$ cat src/rtl/fetch_decode_queue.sv
// Fetch-to-decode instruction queue: circular FIFO of {PC, instruction} pairs
// with a valid/ready handshake toward decode and a redirect flush.
module fetch_decode_queue #(
  parameter int unsigned DEPTH     = 4,
  parameter logic [31:0] NOP_INSTR = 32'h00000013
) (
  input  logic                       clk,
  input  logic                       rst_n,
  input  logic                       valid_F,
  output logic                       ready_F,
  input  logic [31:0]                instruction_F,
  input  logic [31:0]                PC_F,
  input  logic                       flush,
  output logic                       valid_D,
  input  logic                       ready_D,
  output logic [31:0]                instruction_D,
  output logic [31:0]                PC_D,
  output logic [31:0]                PC_plus4_D,
  output logic [$clog2(DEPTH):0]     count,
  output logic                       overflow
);

  localparam int unsigned AW = $clog2(DEPTH);
  localparam logic [AW:0]   FULL_COUNT = (AW + 1)'(DEPTH);
  localparam logic [AW-1:0] PTR_ONE    = AW'(1);
  localparam logic [AW:0]   CNT_ONE    = (AW + 1)'(1);

  logic [31:0]   pc_mem    [DEPTH];
  logic [31:0]   instr_mem [DEPTH];
  logic [AW-1:0] wr_ptr;
  logic [AW-1:0] rd_ptr;
  logic          full;
  logic          push;
  logic          pop;

  assign full    = (count == FULL_COUNT);
  assign ready_F = ~full;
  assign valid_D = (count != '0);
  assign push    = valid_F & ready_F & ~flush;
  assign pop     = valid_D & ready_D & ~flush;

  always_ff @(posedge clk) begin
    if (push) begin
      pc_mem[wr_ptr]    <= PC_F;
      instr_mem[wr_ptr] <= instruction_F;
    end
  end

  always_ff @(posedge clk or negedge rst_n) begin
    if (!rst_n) begin
      wr_ptr <= '0;
      rd_ptr <= '0;
      count  <= '0;
    end else if (flush) begin
      wr_ptr <= '0;
      rd_ptr <= '0;
      count  <= '0;
    end else begin
      if (push) wr_ptr <= wr_ptr + PTR_ONE;
      if (pop)  rd_ptr <= rd_ptr + PTR_ONE;
      case ({push, pop})
        2'b10:   count <= count + CNT_ONE;
        2'b01:   count <= count - CNT_ONE;
        default: count <= count;
      endcase
    end
  end

  // Sticky: a fetch attempt against a full queue means fetch failed to stall.
  always_ff @(posedge clk or negedge rst_n) begin
    if (!rst_n) begin
      overflow <= 1'b0;
    end else if (valid_F && full && !flush) begin
      overflow <= 1'b1;
    end
  end

  always_comb begin
    instruction_D = NOP_INSTR;
    PC_D          = '0;
    PC_plus4_D    = '0;
    if (valid_D) begin
      instruction_D = instr_mem[rd_ptr];
      PC_D          = pc_mem[rd_ptr];
      PC_plus4_D    = pc_mem[rd_ptr] + 32'd4;
    end
  end

endmodule

$ cat config.mk
export PLATFORM = sky130hd
export DESIGN_NAME = fetch_decode_queue
export DESIGN_NICKNAME = d
export VERILOG_FILES = /design/src/rtl/fetch_decode_queue.sv
export SDC_FILE = /design/constraint.sdc
export NUM_CORES = 1
export LEC_CHECK = 0
export ABC_AREA = 1
export ABC_CLOCK_PERIOD_IN_PS = 3700
export BUFFER_PORTS_ARGS = -buffer_cell sky130_fd_sc_hd__buf_4
export CORE_ASPECT_RATIO = 0.7
export CORE_MARGIN = 1
export CORE_UTILIZATION = 45
export DETAILED_ROUTE_END_ITERATION = 6
export PLACE_DENSITY = 0.7
export SKIP_CTS_REPAIR_TIMING = 1
export SLEW_MARGIN = 20
export SYNTH_ARGS = -nofsm -noshare
export SYNTH_HDL_FRONTEND = slang
export SYNTH_SLANG_ARGS = --single-unit
$ cat constraint.sdc
create_clock -name clk -period 3.7 [get_ports clk]
set_input_delay 0.925 -clock clk [delete_from_list [all_inputs] [get_ports clk]]
set_output_delay 0.925 -clock clk [all_outputs]
set_load 0.02 [all_outputs]
**Yosys cells after proc, flatten, opt, wreduce, memory -nomap -nowiden**

Memories as Yosys holds them, arrays and structs flattened.
Index checks and enable logic that the tools add are counted.

- Input port bits: 69
- Output and inout bits: 102
- Logic and storage cells: 38
- Register bits: 8
- Memory bits (writable): 256
- Memories kept: 2

Memories:

| name | words | width | rd ports | clocked after Yosys merged registers in | write ports | RTL line | RTL |
|---|---|---|---|---|---|---|---|
| instr_mem | 4 | 32 | 1 | 0 | 1 | 29 | `logic [31:0] instr_mem [DEPTH];` |
| pc_mem | 4 | 32 | 1 | 0 | 1 | 28 | `logic [31:0] pc_mem [DEPTH];` |

- Multiplexer cells: 11
- Reductions and logical operators: 7
- $add $sub $neg: 5
- Bitwise gates (word level): 6
- Equal/unequal tests: 3

Operators by type and width:

| cell | count |
|---|---|
| 32-bit 2-to-1 mux | 3 |
| 32-bit by 3-bit adder with 32-bit output (second input constant) | 1 |
| 2-bit 2-to-1 mux | 4 |
| 3-bit case mux with 2 select lines | 1 |
| 3-bit nonzero test | 2 |
| 2-bit by 1-bit adder with 2-bit output (second input constant) | 2 |
| 1-bit bitwise AND | 4 |
| 2-bit nonzero test | 2 |
| 3-bit by 1-bit adder with 3-bit output (second input constant) | 1 |
| 3-bit equality test (second input constant) | 1 |
| 3-bit 2-to-1 mux | 1 |
| 3-bit by 1-bit subtractor with 3-bit output (second input constant) | 1 |
| 2-bit by 1-bit equality test with 1-bit output (second input constant) | 1 |
| 2-bit equality test (second input constant) | 1 |
| 1-bit logical AND | 2 |
| 1-bit 2-to-1 mux | 2 |
| 1-bit inverter | 2 |
| 1-bit logical NOT | 1 |

**Depth between registers and ports, before layout**

- Depth after elaboration: 7
- Mapped depth: 16
- Depth with buffers taken out: 14

**Least setup slack after synthesis**

Ideal clock, no wire load.

- Path kind: input-to-reg
- Start: input port valid_F
- End: memory instr_mem[0][0] (enable)
- Library setup time: 0.486 ns
- Required time: 3.214 ns
- Path buffers: 0
- Data arrival time: 3.938 ns
- Setup slack: -0.724 ns
- Cell stages on the path: 4
- Cell sequence: nand2_1 nor2_1 inv_1 nor2_1

- Word-level cells in the longest chain between the ends: 4

RTL lines:

| item | RTL line | RTL |
|---|---|---|
| from (decl) | 9 | `input logic valid_F,` |
| 1-bit bitwise AND (2 in a row) | 39 | `assign push = valid_F & ready_F & ~flush;` |
| 1-bit 2-to-1 mux | 43 | `if (push) begin` |
| 1-bit 2-to-1 mux (not written as such) | 45 | `instr_mem[wr_ptr] <= instruction_F;` |
| to (decl) | 29 |  |

No other way between the ends.

**Final worst setup path**

- Start: register rd_ptr[0]
- End: output port PC_plus4_D[20]

- Word-level cells in the longest chain between the ends: 3

RTL lines:

| item | RTL line | RTL |
|---|---|---|
| from (decl) | 31 | `logic [AW-1:0] rd_ptr;` |
| from (signal assigned) | 60 | `if (pop) rd_ptr <= rd_ptr + PTR_ONE;` |
| memory read 4 x 32 bit | -- |  |
| 32-bit by 3-bit adder with 32-bit output | 85 | `PC_plus4_D = pc_mem[rd_ptr] + 32'd4;` |
| 32-bit 2-to-1 mux | 82 | `if (valid_D) begin` |
| to (decl) | 18 | `output logic [31:0] PC_plus4_D,` |

No other way between the ends.

==> metrics.cfg <==
[setup_path]
crit_path_end_kind = primary output
cp.required_ns = 2.77
startpoint_type = flop
crit_type = flop to primary output
r2r_start = count[0]
rr_endpoint = pc_mem[1][25]
worst-r2r-setup-slack_ns = 1.41
cp_max_fo = 7
worst_r2r_path_depth = 7
critPathArrivalTime_ns = 2.86

[clocking]
clockBufferDepth = 3
ctsHtreeMaxLevel = 1
cts.sinks = 264
cts_tree = done
clkLatencyLatePin_ns = 0.53
clockRootBuffer = clkbuf_16
cts_inserted_buffers = 26
cts.clk_slew.worst_paths_ns = 0.06

[sta]
worst_slack_ns = -0.0894
final.period_utilization_pct = 102
whs_ns = 0.211
rsz0062_at_grt = true
finClkSkew_ns = 0.0117
fmax_mhz = 264
slew_headroom_pct = 55.3
finalHoldViolations = 0
tightestPinTransition_ns = 0.671
slew_violations = 0
setup_viol = 3
period_needed_ns = 3.79

[final_layout]
regArea_um2 = 7900
nFillCells = 2182
syn_to_final_growth_pct = 26.3
multi_input_area_um2 = 4020
drive_gt1_share_pct = 25.0
nets = 1499
antennaDiodeCount = 0
final_area_um2 = 15300

[logic_synthesis]
syn_nets = 1311
synth-xor-area-share_pct = 0.289
synth_mux_area_share_pct = 0
seq_area_frac_synth_pct = 65.2
synth_compound_area_share_pct = 6.19
syn_inst = 1236
syn_area_um2 = 12100
synth-seq-cells = 264
synth-simple-area-share_pct = 23.4
ys_warn_count = 0
synth_area_per_cell_um2 = 9.79
synthAdderAreaFrac_pct = 0.682
synthDistinctLibCells = 32
synth_top_family_by_area = simple AND/OR/NAND/NOR gates

[floorplan]
rows = 49
start_util_pct = 46.5
coreArea_um2 = 26100
die_h_um = 139
io_pins = 171
die_area_um2 = 27600
die_x_um = 198

[placement]
port_buffers = 170
gp_congestion = 0.995
place_area_um2 = 13800
dpl.hpwl_um = 19900

[grt]
grt_usage_pct = 22.2
grt_pass1_vias = 8678
antenna_found_initial = 0
overflow = 0
grt_pass1_wl_um = 47400
grt_max_degree = 83

[worst_hold_path]
hp-class = primary input to asynchronous set/reset pin

[route]
final_antenna_net_count = 0
dr.pass1.iters = 5
drc_errors = 0
wl_per_cell_um = 18.4
first_iter_violations = 938
wl_um = 33200
vias = 9615
vias_per_cell = 5.34

[power_and_ir_drop]
p_leak_nw = 6.11
p_per_area_nw_per_um2 = 709
peakVddDrop_mv = 0.586

[outcome]
violations = negative setup slack
status = finished with violations

[flow_run]
maxCapViolations = 0

cells in the mapped netlist (all sizes together):
| library cell | number | area share (%) |
|---|---|---|
| o21bai | 1 | 0.062 |
| clkbuf | 23 | 0.71 |
| inv | 47 | 1.5 |
| a32o | 1 | 0.083 |
| xor2 | 3 | 0.22 |
| buf | 38 | 2.1 |
| dfrtp | 8 | 1.7 |
| fa | 1 | 0.17 |
| a31oi | 1 | 0.052 |
| nor2 | 264 | 8.5 |
| o211ai | 3 | 0.19 |
| o311ai | 3 | 0.22 |
| ha | 5 | 0.52 |
| edfxtp | 256 | 64 |
| o21ai | 84 | 3.5 |
| xnor2 | 1 | 0.072 |
| a21oi | 50 | 2.1 |
| nor3 | 4 | 0.17 |
| nand3 | 77 | 3.2 |
| o22ai | 1 | 0.052 |
| nand2 | 365 | 11 |
final cells by class:
type                    instances  area share [%]
multi-input cells             864            26.3
repair inverters                1          0.0573
repair buffers                220            12.4
clock inverters                14           0.916
flip-flops and latches        264            51.6
clock buffers                  33            4.56
inverters                      47            1.28
well taps                     357            2.92
per-layer routing:
layer | track usage, % | part of all wire [%]
met4 | 4.81 | 1.8
met2 | 34.7 | 45
met3 | 4.68 | 8.8
met1 | 32.1 | 44
met5 | 0 | 0
layout by cell type, fill, tap and decap left out, types with 7 or more instances in the layout:
cell type and instances:
nor2_1 220, nand3_1 71, o21ai_0 82, buf_6 9
clkinv_2 7, nor2_4 18, nor2_2 26, inv_1 40
a21oi_1 50, edfxtp_1 256, nand2_2 39, clkbuf_16 33
nand2_1 322, buf_4 199
power breakdown:
part | total (mW) | internal (mW) | switching (mW)
combinational | 4.71 | 1.69 | 3.02
clock | 2.61 | 1.54 | 1.07
sequential | 3.53 | 3.45 | 0.0758
total | 10.8 | 6.68 | 4.17
critical path: stages, from the launching register on:
cell and delay [ns]:
dfrtp_4 0.54, buf_16 0.18, nand2_2 0.07, nand2_1 0.06
nand2_1 0.06, nand2_2 0.08, ha_4 0.16, nand3_4 0.08
nor2_4 0.21, nand2_4 0.13, nor2_4 0.23, nand2_1 0.10
nand2_1 0.08, nand2_2 0.08, nor2_1 0.11, buf_4 0.15
through the flow:
stage	total power [mW]	setup TNS, ns	instances	worst slack (ns)	util [%]
after CTS	10.4	-4.03	1773	-0.303	56.0
final	10.8	-0.145	1800	-0.0894	58.7
after global placement	7.77	0	1726	0.284	52.8
after global routing	11.4	-1.15	1800	-0.157	58.7
after detailed placement	7.82	0	1726	0.292	52.8
after floorplan	6.17	-185.29	1236	-0.724	-
cells by family after synthesis:
logic type	Yosys count
AOI/OAI and AO/OA	144
xor gates and xnor gates	4
adders and majority gates	6
buffers and inverters	108
DFF	264
and+or+nand+nor	710
flip-flops by register name, summed over array words and instances, names as in the netlist:
| signal | flops |
|---|---|
| instr_mem | 128 |
| pc_mem | 128 |
| count | 3 |
| rd_ptr | 2 |
| wr_ptr | 2 |
| overflow | 1 |
how the worst max path moves through the flow:
stage,startpoint,endpoint,slack (ns)
after CTS,rd_ptr[0],PC_plus4_D[24],-0.30
after floorplan,valid_F,instr_mem[0][0],-0.72
after detailed placement,rd_ptr[0],PC_plus4_D[24],0.29
final,rd_ptr[0],PC_plus4_D[20],-0.09
after global placement,rd_ptr[0],PC_plus4_D[24],0.28
after global routing,rd_ptr[0],PC_plus4_D[20],-0.16
No activity file was read; power rests on OpenSTA's default activity.
